===== src/rtl/arm7tdmi_pkg.sv =====
// Shared types for the ARM7TDMI debug-entry logic: sequencer states,
// debug entry causes and the priority encoder that picks a cause.
package arm7tdmi_pkg;

    typedef enum logic [2:0] {
        ST_RUN     = 3'd0,
        ST_PEND    = 3'd1,
        ST_DRAIN   = 3'd2,
        ST_HALTED  = 3'd3,
        ST_RESTART = 3'd4
    } dbg_state_e;

    typedef enum logic [2:0] {
        CAUSE_NONE  = 3'd0,
        CAUSE_BKPT  = 3'd1,
        CAUSE_WATCH = 3'd2,
        CAUSE_ICE   = 3'd3,
        CAUSE_EXT   = 3'd4
    } dbg_cause_e;

    // Highest-priority cause among the qualified requests (BKPT first).
    function automatic dbg_cause_e pick_cause(input logic bkpt, input logic watch,
                                              input logic ice, input logic ext);
        if (bkpt)       return CAUSE_BKPT;
        else if (watch) return CAUSE_WATCH;
        else if (ice)   return CAUSE_ICE;
        else if (ext)   return CAUSE_EXT;
        else            return CAUSE_NONE;
    endfunction

endpackage


===== src/rtl/arm7tdmi_debug_sequencer.sv =====
// Debug-entry sequencer: qualifies debug requests, waits for an instruction
// boundary, drains the bus (with timeout), holds the core in debug state and
// releases it after a fixed restart synchronisation delay.
module arm7tdmi_debug_sequencer
    import arm7tdmi_pkg::*;
#(
    parameter int unsigned RESTART_SYNC  = 3,
    parameter int unsigned DRAIN_TIMEOUT = 255
) (
    input  logic       clk,
    input  logic       rst,
    input  logic       debug_en,
    input  logic       breakpoint,
    input  logic       watchpoint,
    input  logic       ice_req,
    input  logic       dbgrq,
    input  logic       debug_restart,
    input  logic       instr_done,
    input  logic       bus_idle,
    output logic       core_halt,
    output logic       dbgack,
    output logic [2:0] debug_cause,
    output logic [7:0] entry_count,
    output logic       drain_timeout
);

    localparam logic [3:0] RESTART_LOAD = 4'(RESTART_SYNC);
    localparam logic [7:0] DRAIN_LIMIT  = 8'(DRAIN_TIMEOUT);

    dbg_state_e state_q, state_d;
    dbg_cause_e cause_q, cause_d;
    dbg_cause_e req_cause;
    logic [7:0] drain_cnt_q, drain_cnt_d;
    logic [3:0] restart_cnt_q, restart_cnt_d;
    logic [7:0] entry_cnt_q, entry_cnt_d;
    logic       tmo_q, tmo_d;
    logic       halt_q, halt_d;
    logic       ack_q, ack_d;

    // Next-state, cause latch, counters; outputs derived from the next state
    // so the registered outputs line up with the state they describe.
    always_comb begin
        state_d       = state_q;
        cause_d       = cause_q;
        drain_cnt_d   = 8'd0;
        restart_cnt_d = 4'd0;
        entry_cnt_d   = entry_cnt_q;
        tmo_d         = tmo_q;
        req_cause     = pick_cause(breakpoint & debug_en, watchpoint & debug_en,
                                   ice_req, dbgrq);

        case (state_q)
            ST_RUN: begin
                if (req_cause != CAUSE_NONE) begin
                    cause_d = req_cause;
                    tmo_d   = 1'b0;
                    // Already at an instruction boundary: skip PEND.
                    state_d = instr_done ? ST_DRAIN : ST_PEND;
                end
            end
            ST_PEND: begin
                // A breakpoint already stalls the core, so no boundary is needed.
                if (instr_done || cause_q == CAUSE_BKPT) state_d = ST_DRAIN;
            end
            ST_DRAIN: begin
                drain_cnt_d = drain_cnt_q + 8'd1;
                if (bus_idle) begin
                    state_d = ST_HALTED;
                end else if (drain_cnt_d == DRAIN_LIMIT) begin
                    state_d = ST_HALTED;
                    tmo_d   = 1'b1;
                end
            end
            ST_HALTED: begin
                if (debug_restart) begin
                    state_d       = ST_RESTART;
                    restart_cnt_d = RESTART_LOAD;
                end
            end
            ST_RESTART: begin
                restart_cnt_d = restart_cnt_q - 4'd1;
                if (restart_cnt_d == 4'd0) state_d = ST_RUN;
            end
            default: state_d = ST_RUN;
        endcase

        if (state_d == ST_HALTED && state_q != ST_HALTED && entry_cnt_q != 8'hFF)
            entry_cnt_d = entry_cnt_q + 8'd1;

        halt_d = (state_d == ST_DRAIN) || (state_d == ST_HALTED) ||
                 (state_d == ST_RESTART) ||
                 (state_d == ST_PEND && cause_d == CAUSE_BKPT);
        ack_d  = (state_d == ST_HALTED);
    end

    // Single state/output register bank with synchronous reset.
    always_ff @(posedge clk) begin
        if (rst) begin
            state_q       <= ST_RUN;
            cause_q       <= CAUSE_NONE;
            drain_cnt_q   <= 8'd0;
            restart_cnt_q <= 4'd0;
            entry_cnt_q   <= 8'd0;
            tmo_q         <= 1'b0;
            halt_q        <= 1'b0;
            ack_q         <= 1'b0;
        end else begin
            state_q       <= state_d;
            cause_q       <= cause_d;
            drain_cnt_q   <= drain_cnt_d;
            restart_cnt_q <= restart_cnt_d;
            entry_cnt_q   <= entry_cnt_d;
            tmo_q         <= tmo_d;
            halt_q        <= halt_d;
            ack_q         <= ack_d;
        end
    end

    assign core_halt     = halt_q;
    assign dbgack        = ack_q;
    assign debug_cause   = cause_q;
    assign entry_count   = entry_cnt_q;
    assign drain_timeout = tmo_q;

endmodule


===== config.mk =====
export PLATFORM = sky130hd
export DESIGN_NAME = arm7tdmi_debug_sequencer
export DESIGN_NICKNAME = d
export VERILOG_FILES = /design/src/rtl/arm7tdmi_pkg.sv /design/src/rtl/arm7tdmi_debug_sequencer.sv
export SDC_FILE = /design/constraint.sdc
export NUM_CORES = 1
export LEC_CHECK = 0
export CORE_MARGIN = 1
export CORE_UTILIZATION = 50
export DETAILED_ROUTE_END_ITERATION = 12
export DONT_BUFFER_PORTS = 1
export SETUP_SLACK_MARGIN = 0.05
export SLEW_MARGIN = 20
export SYNTH_ARGS = -nofsm -noshare
export SYNTH_HDL_FRONTEND = slang
export SYNTH_SLANG_ARGS = --single-unit

===== constraint.sdc =====
create_clock -name clk -period 5.2 [get_ports clk]
set_input_delay 0.78 -clock clk [delete_from_list [all_inputs] [get_ports clk]]
set_output_delay 0.78 -clock clk [all_outputs]
set_load 0.005 [all_outputs]

==> qor.txt <==
Synth async-reset ratio: 0%
multi-input combinational cell area: 835 um2
largest fanout on the critical path: 12
status: completed
delay-heaviest family, CP: compound AO/OA/AOI/OAI gates
pwr dens: 269 mW/mm2
global-route usage over all layers: 20.0%
num ports: 24
Flop pwr share: 58.3%
CTS sink count: 29
initial antenna violation count: 0
Yosys reg bits: 29
CP bufs+invs: 1
minimum clock period: 2.17 ns
clock power share: 31.7%
Final Skew: 0.0101 ns
Distinct cells, synth: 45
number of fill cells: 266
Setup WS pre-CTS: 2.98 ns
Cell Rows: 19
Critical Path Stages: 7
P&R area growth vs syn: 4.17%
FF-to-FF End: entry_count[7]
Max Cap Viol: 0
Slowest-stage cell, CP: nor4b_1
EDFF count, synth: 0
die height: 56.2 um
per-instance average area after synthesis: 8.66 um2
CP Class: register to register
drt pass-1 iters: 4
port buffer count: 0
TritonCTS Buffers: 5
logic gate share of total power: 10.0%
CTS tree: yes
number of global-route vias before repair: 1138
Synth top area share: 39.5%
cells taking the most area after synthesis: dfxtp_1 39%, nor2_1 5.4%, ha_1 4.3%
cells along the critical path: ha_1 > inv_1 > nand2_1 > o22ai_1 > a32oi_2 > nor4b_1 > mux2_2
Static Leakage: 0.525 nW
Root Buffer: clkbuf_4
slew at the pin closest to its max-slew limit: 0.577 ns
count leader, synth: dfxtp_1
Crit. End Element: register
gpl congestion: 0.788
CTS clock-pin slew for the worst setup and hold paths: 0.09 ns
internal power: 303 uW
achievable frequency: 460 MHz
maximum vdd drop: 0.214 mV
post-cts resize count: 0
dominant cell type by area after synthesis: dfxtp_1
critical path launch point type: register
fin util: 55.1%
share of layout cells above drive strength 1: 8.67%
top_reg_cell synth: dfxtp_1
die area: 0.00316 mm2
top cells by count, synth: 29 x dfxtp_1, 21 x nor2_1, 10 x nand2_1
Synth Instances: 170
antenna-violating nets left: 0
Skew-Pair Late Insertion Delay: 0.33 ns
worst hold endpoint: drain_cnt_q[0]
Setup Buffers After CTS: 0
Hold WC Path Type: register to register
core box area: 0.00278 mm2
setup slack after layout: 3.03 ns
Reg2Reg Depth: 7
Critical R2R Launch: drain_cnt_q[0]
Cell Count, Final, Fillers Out: 204
post-synthesis sequential area ratio: 39.5%
syn nets: 185
Die W: 56.2 um
Max clock buf depth: 2
hold depth: 1
final setup TNS: 0 ns
overall power: 413 uW
Final nets: 187
Final Cycle Share: 41.8%
via/cell ratio: 5.79
Wirelength per Cell: 13.3 um
hold buffers post-CTS: 0
flop2flop setup slack: 3.03 ns
synthesized area: 0.00147 mm2
P_sw: 109 uW
Critical Path RT: 5.42 ns
Slew Limit Fails: 0
# DRC: 0
maximum number of pins on one net before global-route repair: 27
placed cells: 196
switch share: 26.5%
first-iteration detailed-routing DRC count: 26
YS warnings: 0
CP max stage delay: 0.39 ns
RSZ-0062 raised after global routing: no
Final HPWL DP: 1940 um
grt ovf: 0
first-pass GRT wire length: 4860 um
routed wire length: 2720 um
Slew headroom: 61.2%
Hold Path Origin: drain_cnt_q[0]
Crit path arrival time: 2.39 ns
Inserted Diodes: 0
DR vias: 1181
Starting Density: 52.9%
FF+latch area: 581 um2
final hold viol count: 0
CTS H-tree depth: 2
endpoints failing setup: 0
-- cell usage in the layout, fill, tap and decap left out, types with 2 or more instances in the layout --
master    synthesis  final
dfxtp_1          29     29
nor2_1           21     21
nand2_1          10     10
nand3_1           9      9
a21oi_1           9      9
inv_1             8      8
nor3_1            8      8
nor2b_1           6      6
xnor2_1           5      5
o21ai_0           5      5
nand2b_1          5      5
ha_1              5      5
clkbuf_4          0      5
or3_1             4      4
o21a_1            4      4
mux2_2            3      3
nor4_1            3      3
clkbuf_1          3      3
and3_1            2      2
a21boi_0          2      2
nor2_2            2      2
nor4b_1           2      2
a22oi_1           2      2
-- stage by stage --
step	instance area, um2	hold slack (ns)
6_report	1530	0.498
5_1_grt	1530	0.480
4_1_cts	1530	0.496
3_5_place_dp	1480	0.481
3_3_place_gp	1480	0.472
2_1_floorplan	1470	0.453
-- metal layers --
layer / vias up / GRT usage (%) / routed length [um]
met5: - / 0 / 0
met4: 0 / 8.36 / 49
met3: 6 / 9.53 / 156
met2: 21 / 30.8 / 1200
met1: 552 / 23.9 / 1310
li1: 602 / - / -
-- area by class of cell --
class                      instances  share of cell area, %
multi-input combinational        128                   54.4
sequential                        29                   37.9
clock buffer                       8                   3.18
tap                               31                   2.53
inverter                           8                   1.96
-- power by group through the flow --
| stage | Clock [mW] | Combinational (mW) | Sequential [mW] |
|---|---|---|---|
| floorplan | 0 | 0.0378 | 0.244 |
| global placement | 0 | 0.0411 | 0.246 |
| detailed placement | 0 | 0.0420 | 0.246 |
| CTS | 0.136 | 0.0421 | 0.241 |
| global route | 0.148 | 0.0486 | 0.243 |
| finish | 0.131 | 0.0415 | 0.241 |
-- worst max-delay path by stage --
stage / startpoint / to / slack, ns
2_1_floorplan: breakpoint / core_halt / 3.09
3_3_place_gp: breakpoint / core_halt / 3.02
3_5_place_dp: breakpoint / core_halt / 2.98
4_1_cts: drain_cnt_q[0] / entry_count[7] / 3.04
5_1_grt: drain_cnt_q[0] / entry_count[7] / 2.87
6_report: drain_cnt_q[0] / entry_count[7] / 3.03
-- worst reg2reg max path, stage by stage (launching register included) --
cell and delay, ns:
dfxtp_1 0.36, ha_1 0.24, inv_1 0.08, nand2_1 0.07, o22ai_1 0.24, a32oi_2 0.30, nor4b_1 0.39, mux2_2 0.37
-- sequential cells by signal, indices dropped and copies added (netlist names) --
register       cells
dbgack             1
core_halt          1
entry_count        8
drain_timeout      1
drain_cnt_q        8
debug_cause        3
state_q            3
restart_cnt_q      4
-- kinds of logic (layout without fill, tap and decap cells) --
| logic type | count (synthesis) | in the layout | share of synthesized area (%) |
|---|---|---|---|
| multiplexers | 4 | 4 | 2.98 |
| AND/OR/NAND/NOR | 78 | 78 | 28.4 |
| buffers and inverters | 13 | 16 | 3.83 |
| flip-flops | 29 | 29 | 39.5 |
| AO/OA/AOI/OAI | 34 | 34 | 16.4 |
| adder cells (fa/ha/maj) | 5 | 5 | 4.25 |
| XOR/XNOR | 7 | 7 | 4.68 |
Power figures use the tool's default switching activity.
==> edit (config.mk and constraints unchanged) <==
Register the output `debug_cause` once more, without a reset; this adds one clock of latency there. The other outputs are not delayed to match.
--- a/src/rtl/arm7tdmi_debug_sequencer.sv
+++ b/src/rtl/arm7tdmi_debug_sequencer.sv
@@ -118,7 +118,9 @@
 
     assign core_halt     = halt_q;
     assign dbgack        = ack_q;
-    assign debug_cause   = cause_q;
+    always_ff @(posedge clk) begin
+        debug_cause <= cause_q;
+    end
     assign entry_count   = entry_cnt_q;
     assign drain_timeout = tmo_q;
 
Behaviour: not the same (a bounded check fails within 4 cycles, from zero or initial values and one cycle with rst high).
==> edit against the unedited design <==
- the flow now finishes with violations (DRC)
- combinational power is 57% higher
- routed wire length grew 7.2%
- synthesized area rose by 4.3%
- utilization rose by 2.4 points
- design area rose by 6.2%
- via count grew 4.9%
- worst hold slack worse by 110 ps
- sequential cell count grew 3
- setup slack worse by 280 ps
- die area rose by 4.1%
- power is 29% higher
- critical endpoint is now entry_count[6]
==> edit: results (changes against the unedited design) <==
** Outcome
- Run status :: finished with violations
- Failing checks :: DRC

** Critical path
- In this run the critical register-to-register path is captured at entry_count[6].
- The worst reg-to-reg path cell count was 7 (unchanged).
- Data arrival time of the critical path :: 2690 ps (+300 ps)
- The critical path is of the register to register type.
- The maximum fanout along the worst path is 11 (-1).

** Clock network
- The number of levels the H-tree was split into is 2 (unchanged).
- After clock tree synthesis, the clock-pin slew on the worst setup and hold paths is 100 ps.
- The count of cells resized by post-cts repair came to 0 (unchanged).
- Clock latency of the later-clocked register in the worst-skew pair :: 340 ps
- Buffers from clock root to sink, at most :: 2 (unchanged)
- The tree is rooted in a sky130_fd_sc_hd__clkbuf_4.

** Placement
- The total cell area at the placement stage is 1550 µm² (+4.6%).
- Placed wire-length estimate :: 2.04 mm (+5.1%)
- Placer Congestion :: 0.893 (+13%)
- The total of buffers placed on input and output ports came to 0 (unchanged).
- The number of cells after detailed placement is 206 (+5.1%).
- Setup slack at placement :: 2740 ps (-242 ps)

** Yosys
- By count the netlist is led by sky130_fd_sc_hd__dfxtp_1, sky130_fd_sc_hd__nor2_1, sky130_fd_sc_hd__nand2_1.
- The yosys synthesis warning count is 0 (unchanged).
- Count of unique library cells instantiated by Yosys :: 40 (-11%)
- The post-synthesis async set-or-reset flop share is 0% (unchanged).
- The number of nets produced by synthesis came to 195 (+5.4%).
- Proportion of synthesized chip area in sequential cells :: 41.8% (+2.3 points)
- By area the synthesized netlist is led by sky130_fd_sc_hd__dfxtp_1, sky130_fd_sc_hd__nor2_1, sky130_fd_sc_hd__ha_1, sky130_fd_sc_hd__a21oi_1, sky130_fd_sc_hd__nand2_1.
- The mean cell area of the mapped netlist came to 8.52 µm² (-1.5%).

** Global route
- The number of global-route vias before repair came to 1078 (-5.3%).
- Largest net degree at the start of global routing :: 26 (-3.7%)
- The first-pass GRT wire length came to 4.69 mm (-3.5%).
- The total routing resource utilization after global routing came to 19.0% (-1.0 points).
- The initial antenna violation count was 0 (unchanged).

** Drt
- Total via count in the routed design :: 1239 (+4.9%)
- Post-detailed-routing wire length :: 2.92 mm (+7.2%)
- The number of violations reported at the end of detailed-routing iteration 0 was 83 (+220%).
- The average detailed-routed wire length per instance came to 13.6 µm (+2.2%).
- The detailed-routing iteration count for the pre-antenna-repair pass came to 8 (+4).
- Remaining design rule violation count :: 1 (+1)

** Timing
- Transition time at the pin with the least slew margin :: 523 ps (-53.4 ps)
- Final Cycle Share :: 47.2% (+5.4 points)
- Layout Skew :: 11.1 ps (+1.01 ps)

** Layout
- Share of layout cells above drive strength 1 :: 6.56% (-2.1 points)

** Worst hold path
- Class of the most critical hold timing path :: register to register
- The startpoint identified for the worst hold timing path is cause_q[1].

** Power
- The worst ir drop on vdd was 192 µV (-10%).
- Leakage power :: 0.000584 µW (+11%)
edit: cell types whose count changed after synthesis, sizes merged, moves of 3 or more:
cell	change
a21oi	+3
nand2	+4
o21a	+3
nand3	-3
dfxtp	+3
edit: how the worst min path moves through the flow:
stage,endpoint,slack [ps],depth (start not counted)
after CTS,debug_cause[1],390,0
final,debug_cause[1],390,0
after global placement,debug_cause[2],360,0
after floorplan,debug_cause[2],350,0
after detailed placement,debug_cause[1],370,0
after global routing,debug_cause[1],390,0
edit: metal layers:
metal	global-route usage (%)	share of wire (%)	vias to the layer above
met2	28.9	45	30
li1	-	-	639
met5	0	0	-
met3	5.90	5.8	7
met4	11.5	1.8	0
met1	23.4	48	563
edit: final cells by class:
cell class,instances,area (µm²)
well taps,31,38.8
fillers,272,1200
clock inverters,2,35.0
clock buffers,6,41.3
inverters,7,26.3
flip-flops and latches,32,641
multi-input cells,136,846
edit: report_power, final:
| part | internal, µW | switching, µW |
|---|---|---|
| clock | 101 | 85.9 |
| combinational | 30.0 | 35.1 |
| sequential | 263 | 16.7 |
| total | 393 | 138 |
edit: critical path, cell delays in order (launching register included):
cell and delay (ps):
sky130_fd_sc_hd__dfxtp_1 400, sky130_fd_sc_hd__ha_1 270, sky130_fd_sc_hd__nand3_1 180, sky130_fd_sc_hd__nor3b_1 240
sky130_fd_sc_hd__nor4_1 90, sky130_fd_sc_hd__o31a_1 410, sky130_fd_sc_hd__nor4b_1 400, sky130_fd_sc_hd__mux2_2 380
edit: cells by family (layout without fill, tap and decap cells):
logic type / after synthesis / in the layout / share of synthesized area (%)
xor+xnor: 8 / 8 / 4.57
simple gates: 82 / 82 / 28.2
buf+inv: 12 / 15 / 3.10
compound gates: 37 / 37 / 15.4
mux: 4 / 4 / 2.85
flops: 32 / 32 / 41.8
fa+ha+maj: 5 / 5 / 4.08
